**src/rtl/pc_unit.sv**
```systemverilog
// Next-PC unit for the MIPS fetch stage: stall, PC-relative branch, absolute jump,
// and call/return through a circular return-address stack.
module pc_unit #(
  parameter int unsigned            WIDTH        = 32,
  parameter logic [WIDTH-1:0]       RESET_VECTOR = '0,
  parameter int unsigned            INCR         = 4,
  parameter int unsigned            RAS_DEPTH    = 4
) (
  input  logic                             clk,
  input  logic                             reset,
  input  logic                             stall,
  input  logic                             branch_en,
  input  logic [WIDTH-1:0]                 branch_offset,
  input  logic                             jump_en,
  input  logic [WIDTH-1:0]                 jump_target,
  input  logic                             call_en,
  input  logic                             ret_en,
  output logic [WIDTH-1:0]                 pc,
  output logic [WIDTH-1:0]                 pc_seq,
  output logic [$clog2(RAS_DEPTH+1)-1:0]   ras_count,
  output logic                             ras_overflow,
  output logic                             ras_underflow
);

  localparam int unsigned CNT_W = $clog2(RAS_DEPTH + 1);
  localparam int unsigned PTR_W = (RAS_DEPTH > 1) ? $clog2(RAS_DEPTH) : 1;

  logic [WIDTH-1:0] pc_q, pc_d;
  logic [CNT_W-1:0] cnt_q, cnt_d;
  logic [PTR_W-1:0] ptr_q, ptr_d;
  logic             ovf_q, ovf_d;
  logic             unf_q, unf_d;
  logic [WIDTH-1:0] ras_q [RAS_DEPTH];
  logic [WIDTH-1:0] ras_d [RAS_DEPTH];

  logic [PTR_W-1:0] ptr_inc, ptr_dec;

  assign pc_seq = pc_q + WIDTH'(INCR);

  // ptr_q is the next free slot; once full it lands on the oldest entry, so
  // overwrite-on-full is an ordinary push.
  assign ptr_inc = (ptr_q == PTR_W'(RAS_DEPTH - 1)) ? '0 : ptr_q + PTR_W'(1);
  assign ptr_dec = (ptr_q == '0) ? PTR_W'(RAS_DEPTH - 1) : ptr_q - PTR_W'(1);

  always_comb begin
    pc_d  = pc_q;
    cnt_d = cnt_q;
    ptr_d = ptr_q;
    ovf_d = ovf_q;
    unf_d = unf_q;
    ras_d = ras_q;
    if (!stall) begin
      if (ret_en) begin
        if (cnt_q != '0) begin
          pc_d  = ras_q[ptr_dec];
          ptr_d = ptr_dec;
          cnt_d = cnt_q - CNT_W'(1);
        end else begin
          pc_d  = pc_seq;
          unf_d = 1'b1;
        end
      end else if (call_en) begin
        ras_d[ptr_q] = pc_seq;
        ptr_d        = ptr_inc;
        pc_d         = jump_target;
        if (cnt_q == CNT_W'(RAS_DEPTH)) begin
          ovf_d = 1'b1;
        end else begin
          cnt_d = cnt_q + CNT_W'(1);
        end
      end else if (jump_en) begin
        pc_d = jump_target;
      end else if (branch_en) begin
        pc_d = pc_seq + (branch_offset << 2);
      end else begin
        pc_d = pc_seq;
      end
    end
  end

  always_ff @(posedge clk or posedge reset) begin
    if (reset) begin
      pc_q  <= RESET_VECTOR;
      cnt_q <= '0;
      ptr_q <= '0;
      ovf_q <= 1'b0;
      unf_q <= 1'b0;
      for (int i = 0; i < int'(RAS_DEPTH); i++) begin
        ras_q[i] <= '0;
      end
    end else begin
      pc_q  <= pc_d;
      cnt_q <= cnt_d;
      ptr_q <= ptr_d;
      ovf_q <= ovf_d;
      unf_q <= unf_d;
      ras_q <= ras_d;
    end
  end

  assign pc            = pc_q;
  assign ras_count     = cnt_q;
  assign ras_overflow  = ovf_q;
  assign ras_underflow = unf_q;

endmodule

```
**config.mk**
```make
export PLATFORM = sky130hd
export DESIGN_NAME = pc_unit
export DESIGN_NICKNAME = d
export VERILOG_FILES = /design/src/rtl/pc_unit.sv
export SDC_FILE = /design/constraint.sdc
export NUM_CORES = 1
export LEC_CHECK = 0
export CORE_AREA = 2 2 164 166
export DETAILED_ROUTE_END_ITERATION = 8
export DIE_AREA = 0 0 166 168
export GPL_ROUTABILITY_DRIVEN = 0
export GPL_TIMING_DRIVEN = 0
export SKIP_LAST_GASP = 1
export SLEW_MARGIN = 0
export SYNTH_ARGS = -nofsm -noshare
export SYNTH_HDL_FRONTEND = slang
export SYNTH_SLANG_ARGS = --single-unit
export TNS_END_PERCENT = 30
```
**constraint.sdc**
```tcl
create_clock -name clk -period 10 [get_ports clk]
set_input_delay 2.5 -clock clk [delete_from_list [all_inputs] [get_ports clk]]
set_output_delay 2.5 -clock clk [all_outputs]
set_load 0.05 [all_outputs]
```
==> results of run 1 <==
[kinds of logic (layout without fill, tap and decap cells)]
kind of cell	Yosys count	count (layout)	synth area share
compound gates	360	360	0.214
simple gates	333	333	0.154
flops	167	167	0.406
buf+inv	124	293	0.0475
xor+xnor	48	48	0.0416
mux	45	45	0.0839
fa+ha+maj	42	42	0.0525
[area by class of cell]
cell class | count | area share
sequential | 167 | 0.329
buffer | 72 | 0.0232
clock inverter | 9 | 0.00631
timing repair buffer | 137 | 0.109
tap | 341 | 0.0336
multi-input combinational | 828 | 0.443
clock buffer | 23 | 0.0385
inverter | 52 | 0.0160
[per-layer routing]
| layer | GRT usage | share of wire | up-vias |
|---|---|---|---|
| met2 | 0.408 | 0.46 | 417 |
| met5 | 0 | 0 | - |
| met3 | 0.0343 | 0.074 | 53 |
| met1 | 0.361 | 0.44 | 4728 |
| met4 | 0.0786 | 0.025 | 0 |
| li1 | - | - | 4366 |
[synth_stat cells, types with 4 or more instances]
| cell type | number | area, µm² |
|---|---|---|
| nand3_1 | 28 | 140 |
| a2111oi_0 | 6 | 52.6 |
| o21ai_1 | 5 | 25.0 |
| dfrtp_1 | 167 | 4180 |
| buf_2 | 10 | 50.1 |
| inv_1 | 51 | 191 |
| ha_1 | 40 | 500 |
| xor2_1 | 17 | 149 |
| and3_1 | 13 | 81.3 |
| o21a_1 | 10 | 75.1 |
| a22oi_1 | 11 | 82.6 |
| a211oi_1 | 14 | 105 |
| nand2b_1 | 5 | 31.3 |
| a21oi_1 | 110 | 551 |
| o22ai_1 | 5 | 31.3 |
| o221ai_1 | 4 | 35.0 |
| and2_1 | 4 | 25.0 |
| nand2_1 | 105 | 394 |
| nor3b_1 | 4 | 30.0 |
| nor2_1 | 118 | 443 |
| or4_1 | 5 | 37.5 |
| a221o_1 | 7 | 70.1 |
| xnor2_1 | 30 | 263 |
| o21ai_0 | 108 | 541 |
| mux2_2 | 10 | 113 |
| nor3_1 | 13 | 65.1 |
| nand4_1 | 9 | 56.3 |
| a31oi_1 | 12 | 75.1 |
| a221oi_1 | 7 | 61.3 |
| mux4_2 | 32 | 721 |
| buf_1 | 10 | 37.5 |
| a21o_1 | 18 | 135 |
| or3_1 | 5 | 31.3 |
| clkbuf_1 | 49 | 184 |
| a21boi_0 | 4 | 30.0 |
| o211ai_1 | 9 | 67.6 |
[worst paths after layout]
path / from / endpoint / slack [ns] / cells past startpoint
max: pc[2] / pc_seq[31] / 3.83 / 7
min: ras_q[110] / ras_q[110] / 0.48 / 2
min in group asynchronous: reset / ras_q[61] / 2.54 / 2
max reg2reg: pc[2] / pc[30] / 5.10 / 16
max in group asynchronous: reset / pc[4] / 6.61 / 3
min reg2reg: ras_q[110] / ras_q[110] / 0.48 / 2
[where the power goes]
| group | total, mW | switching (mW) | internal (mW) |
|---|---|---|---|
| Clock | 0.644 | 0.293 | 0.352 |
| Sequential | 1.25 | 0.252 | 0.999 |
| Combinational | 2.73 | 1.69 | 1.04 |
[stage by stage]
stage	power [mW]	instance area, µm²	utilization	setup WS (ns)	std cells
finish	4.63	12700	0.481	3.83	1629
CTS	4.61	12700	0.481	3.85	1629
global route	4.91	12700	0.481	3.68	1629
global placement	3.93	12100	0.459	0.505	1596
floorplan	3.10	10300	-	2.98	1119
detailed placement	3.96	12100	0.460	4.27	1597
[sequential cells by signal, indices dropped and copies added, names as in the netlist]
name,count
ras_q,128
ras_count,3
ptr_q,2
pc,32
ras_underflow,1
ras_overflow,1
[worst max-delay path: cells and delay by family, from the launching register on]
| family | cells | cell delay (ns) |
|---|---|---|
| DFF | 1 | 0.37 |
| xor gates and xnor gates | 1 | 0.64 |
| and+or+nand+nor | 3 | 1.06 |
| buffers and inverters | 3 | 1.16 |
==> flow_metrics.env, run 1 <==
export IMPL_drive_above_1_share=0.0823
export IMPL_cts_buffers=17
export IMPL_die_width_um=166
export IMPL_leakage_nw=5.31
export IMPL_drtPass1Iterations=7
export IMPL_initialDrtViolationCount=1013
export IMPL_period_needed_ns=6.17
export IMPL_mostFrequentLayoutCells="167 x dfrtp_1, 136 x clkdlybuf4s50_1, 118 x nor2_1"
export IMPL_maxCapViolCount=0
export IMPL_synthFlopType="dfrtp_1"
export IMPL_hold_path_class="reg2reg"
export IMPL_hold_violations=0
export IMPL_diodes=0
export IMPL_worst_pin_slew_ns=0.959
export IMPL_worst_endpoint_required_ns=7.50
export IMPL_power_density_nw_per_um2=365
export IMPL_grt_max_degree=97
export IMPL_mostFrequentLayoutCell="dfrtp_1"
export IMPL_finalMaxSlewViolations=0
export IMPL_cp_max_fo=8
export IMPL_initial_core_util=0.391
export IMPL_clk_latency_ns=0.43
export IMPL_maxSlewHeadroom=0.361
export IMPL_cts_max_path_buffers=2
export IMPL_synth_edf_count=0
export IMPL_std_cell_rows=60
export IMPL_ios=140
export IMPL_cts_hold_buf=0
export IMPL_seq_area_um2=4180
export IMPL_ys_ff_latch=167
export IMPL_syn_num_nets=1232
export IMPL_die_y_um=168
export IMPL_wl_per_cell_um=21.7
export IMPL_drc=0
export IMPL_fin_nets=1388
export IMPL_arrival_ns=3.67
export IMPL_start_kind="flop"
export IMPL_outcome="completed"
export IMPL_synth_cell_types=76
export IMPL_viasPerCell=5.87
export IMPL_grt_pass1_wl_mm=55.6
export IMPL_num_fill_cells=2507
export IMPL_worst_ir_drop_vdd_uv=159
export IMPL_detail_route_antenna_nets=0
export IMPL_rsz0062_at_grt="false"
export IMPL_antenna_found_initial=0
export IMPL_critPathSlowestCell="clkdlybuf4s50_1"
export IMPL_avgSynthCellArea_um2=9.20
export IMPL_end_kind="output port"
export IMPL_port_buffers=136
export IMPL_min_period_over_period=0.617
export IMPL_fin_worst_skew_ns=0.00740
export IMPL_dieArea_um2=27900
export IMPL_wl_mm=35.4
export IMPL_grt_pass1_vias=9494
export IMPL_hold_slack_ns=0.477
export IMPL_multi_input_area_um2=5630
export IMPL_via_count=9564
export IMPL_syn_to_final_growth_pct=23.2
export IMPL_dpl_hpwl_mm=26.5
export IMPL_cts_sinks=167
export IMPL_htreeDepth=4
export IMPL_crit_type="reg2out"
export IMPL_crit_chain="buf_4 -> nand3_2 -> nor4_2 -> nand3_1 -> xor2_1 -> inv_1 -> clkdlybuf4s50_1"
export IMPL_cts_tree="yes"
export IMPL_clock_tree_root_cell="clkbuf_16"
export IMPL_syn_inst=1119
export IMPL_yosysWarningCount=0
export IMPL_core_area_um2=26400
export IMPL_fmax_mhz=162
export IMPL_postCtsSetupBuffers=0
export IMPL_syn_area_um2=10300
export IMPL_finalSetupViolCount=0
export IMPL_tns_ns=0
export IMPL_slowest_delay_ns=0.75
export IMPL_path_clk_slew_ns=0.07
export IMPL_track_usage=0.255
export IMPL_grt_overflow=0
export IMPL_cts_resized_gates=0
export IMPL_synth_seq_area_share=0.406
export IMPL_async_flop_share=1.00
Power figures use the tool's default switching activity.
==> run 2, diff against run 1 <==
clock period = 6.18 ns   (was 10 ns; I/O delays follow)
==> results of run 2 <==
The final DEF is identical to that of run 1. Status: completed.
Main changes from that run: setup slack after placement 4.27 ns -> 1.41 ns; setup slack after layout 3.83 ns -> 0.963 ns; register-to-register setup slack 5.10 ns -> 1.28 ns; total power 4.63 mW -> 7.49 mW; worst IR drop on VDD 159 µV -> 258 µV
==> run 3, diff against run 2 <==
clock period = 5.32 ns   (was 6.18 ns; I/O delays follow)
==> flow_metrics.env, run 3 (synthesis results as in run 1) <==
export IMPL_core_area_um2=26400
export IMPL_dieArea_um2=27900
export IMPL_cts_hold_buf=0
export IMPL_worst_endpoint_required_ns=3.99
export IMPL_critPathSlowestCell="clkdlybuf4s50_1"
export IMPL_switchingPower_mw=4.20
export IMPL_fmax_mhz=201
export IMPL_dpl_hpwl_mm=26.7
export IMPL_timing_rr_start="pc[3]"
export IMPL_worst_pin_slew_ns=0.926
export IMPL_fin_nets=1391
export IMPL_std_cell_rows=60
export IMPL_start_kind="flop"
export IMPL_cts_sinks=167
export IMPL_cts_tree="yes"
export IMPL_hold_slack_ns=0.476
export IMPL_detail_route_antenna_nets=0
export IMPL_cts_max_path_buffers=2
export IMPL_tns_ns=0
export IMPL_period_needed_ns=4.98
export IMPL_p_sw_frac=0.475
export IMPL_mostFrequentLayoutCells="167 x dfrtp_1, 136 x clkdlybuf4s50_1, 118 x nor2_1"
export IMPL_postCtsSetupBuffers=0
export IMPL_end_kind="output port"
export IMPL_cp_max_fo=8
export IMPL_design_area_um2=12800
export IMPL_grt_pass1_vias=9363
export IMPL_cts_buffers=17
export IMPL_hold_path_class="reg2reg"
export IMPL_hold_violations=0
export IMPL_initial_core_util=0.391
export IMPL_finalSetupViolCount=0
export IMPL_clock_tree_root_cell="clkbuf_16"
export IMPL_viasPerCell=5.81
export IMPL_leakage_nw=5.35
export IMPL_syn_to_final_growth_pct=24.2
export IMPL_rr_worst_depth=17
export IMPL_wl_per_cell_um=21.7
export IMPL_htreeDepth=4
export IMPL_p_clk_frac=0.151
export IMPL_pwr_share_comb=0.583
export IMPL_clk_latency_ns=0.44
export IMPL_placed_area_um2=12200
export IMPL_seq_power_share=0.266
export IMPL_maxSlewHeadroom=0.383
export IMPL_mostFrequentLayoutCell="dfrtp_1"
export IMPL_maxCapViolCount=0
export IMPL_largest_reg_flops=128
export IMPL_min_period_over_period=0.936
export IMPL_grt_overflow=0
export IMPL_crit_type="reg2out"
export IMPL_drc=0
export IMPL_cp_common_cell="and3_1"
export IMPL_diodes=0
export IMPL_wl_mm=35.4
export IMPL_port_buffers=136
export IMPL_r2r_end="pc[30]"
export IMPL_initialDrtViolationCount=832
export IMPL_drive_above_1_share=0.0837
export IMPL_crit_start="pc[3]"
export IMPL_p_int_mw=4.64
export IMPL_rrSetupSlack_ns=0.63
export IMPL_outcome="completed"
export IMPL_slowest_delay_ns=0.74
export IMPL_num_fill_cells=2483
export IMPL_grt_max_degree=39
export IMPL_ios=140
export IMPL_finalMaxSlewViolations=0
export IMPL_die_width_um=166
export IMPL_cp_endpoint="pc_seq[28]"
export IMPL_drtPass1Iterations=5
export IMPL_cts_resized_gates=0
export IMPL_antenna_found_initial=0
export IMPL_power_density_nw_per_um2=691
export IMPL_worst_ir_drop_vdd_uv=281
export IMPL_track_usage=0.254
export IMPL_die_y_um=168
export IMPL_via_count=9484
export IMPL_dp_slack_ns=0.703
export IMPL_path_clk_slew_ns=0.06
export IMPL_worst_slack_ns=0.340
export IMPL_rsz0062_at_grt="false"
export IMPL_crit_chain="ha_1 -> nand2_1 -> nor4_4 -> and3_1 -> buf_2 -> and3_1 -> xnor2_1 -> inv_1 -> clkdlybuf4s50_1"
export IMPL_fin_worst_skew_ns=0.00909
export IMPL_arrival_ns=3.65
export IMPL_grt_pass1_wl_mm=54.8
export IMPL_top_register="ras_q"
==> run 3: cell types whose count changed in the layout (fill, tap and decap cells not counted), sizes merged <==
cell / change
bufinv: +4
buf: +3
clkbuf: -3
clkinvlp: +2
inv: -2
clkinv: -1
==> run 3: layout make-up <==
cell class	instances	area, µm²	share of cell area
Buffer	72	294	0.0230
Clock buffer	20	437	0.0341
Clock inverter	12	188	0.0147
Inverter	52	199	0.0156
Multi-Input combinational cell	828	5630	0.440
Sequential cell	167	4180	0.327
Tap cell	341	427	0.0334
Timing Repair Buffer	140	1440	0.113
==> run 3: per-layer routing <==
layer | track usage | part of all wire | vias up
li1 | - | - | 4379
met1 | 0.356 | 0.44 | 4646
met2 | 0.399 | 0.46 | 398
met3 | 0.0468 | 0.074 | 61
met4 | 0.0873 | 0.025 | 0
met5 | 0 | 0 | -
==> run 3: worst min-delay path by stage <==
| stage | startpoint | to | slack [ns] | cells past startpoint |
|---|---|---|---|---|
| 3_3_place_gp | ras_q[92] | ras_q[92] | 0.46 | 2 |
| 6_report | ras_q[108] | ras_q[108] | 0.48 | 2 |
| 3_5_place_dp | ras_q[108] | ras_q[108] | 0.47 | 2 |
| 2_1_floorplan | ras_q[96] | ras_q[96] | 0.44 | 2 |
| 5_1_grt | ras_q[88] | ras_q[88] | 0.50 | 2 |
| 4_1_cts | ras_q[108] | ras_q[108] | 0.48 | 2 |
==> run 3: power by group through the flow <==
stage	clock network, mW	logic, mW	registers (mW)
after floorplan	0	3.15	2.68
after global placement	0	5.06	2.34
after detailed placement	0	5.11	2.35
after CTS	1.35	5.13	2.34
after global routing	1.40	5.55	2.42
final	1.34	5.15	2.35
==> run 3: worst max-delay path, delay by kind of cell, from the launching register on <==
family / cells / cell delay (ns)
xor+xnor: 1 / 0.27
fa+ha+maj: 1 / 0.23
buf+inv: 3 / 1.06
flops: 1 / 0.43
simple gates: 4 / 1.21
==> run 3: per-stage QoR <==
| stage | utilization | power [mW] | std cells |
|---|---|---|---|
| 3_3_place_gp | 0.459 | 7.41 | 1596 |
| 3_5_place_dp | 0.462 | 7.46 | 1600 |
| 5_1_grt | 0.485 | 9.38 | 1632 |
| 4_1_cts | 0.485 | 8.82 | 1632 |
| 6_report | 0.485 | 8.84 | 1632 |
| 2_1_floorplan | - | 5.83 | 1119 |
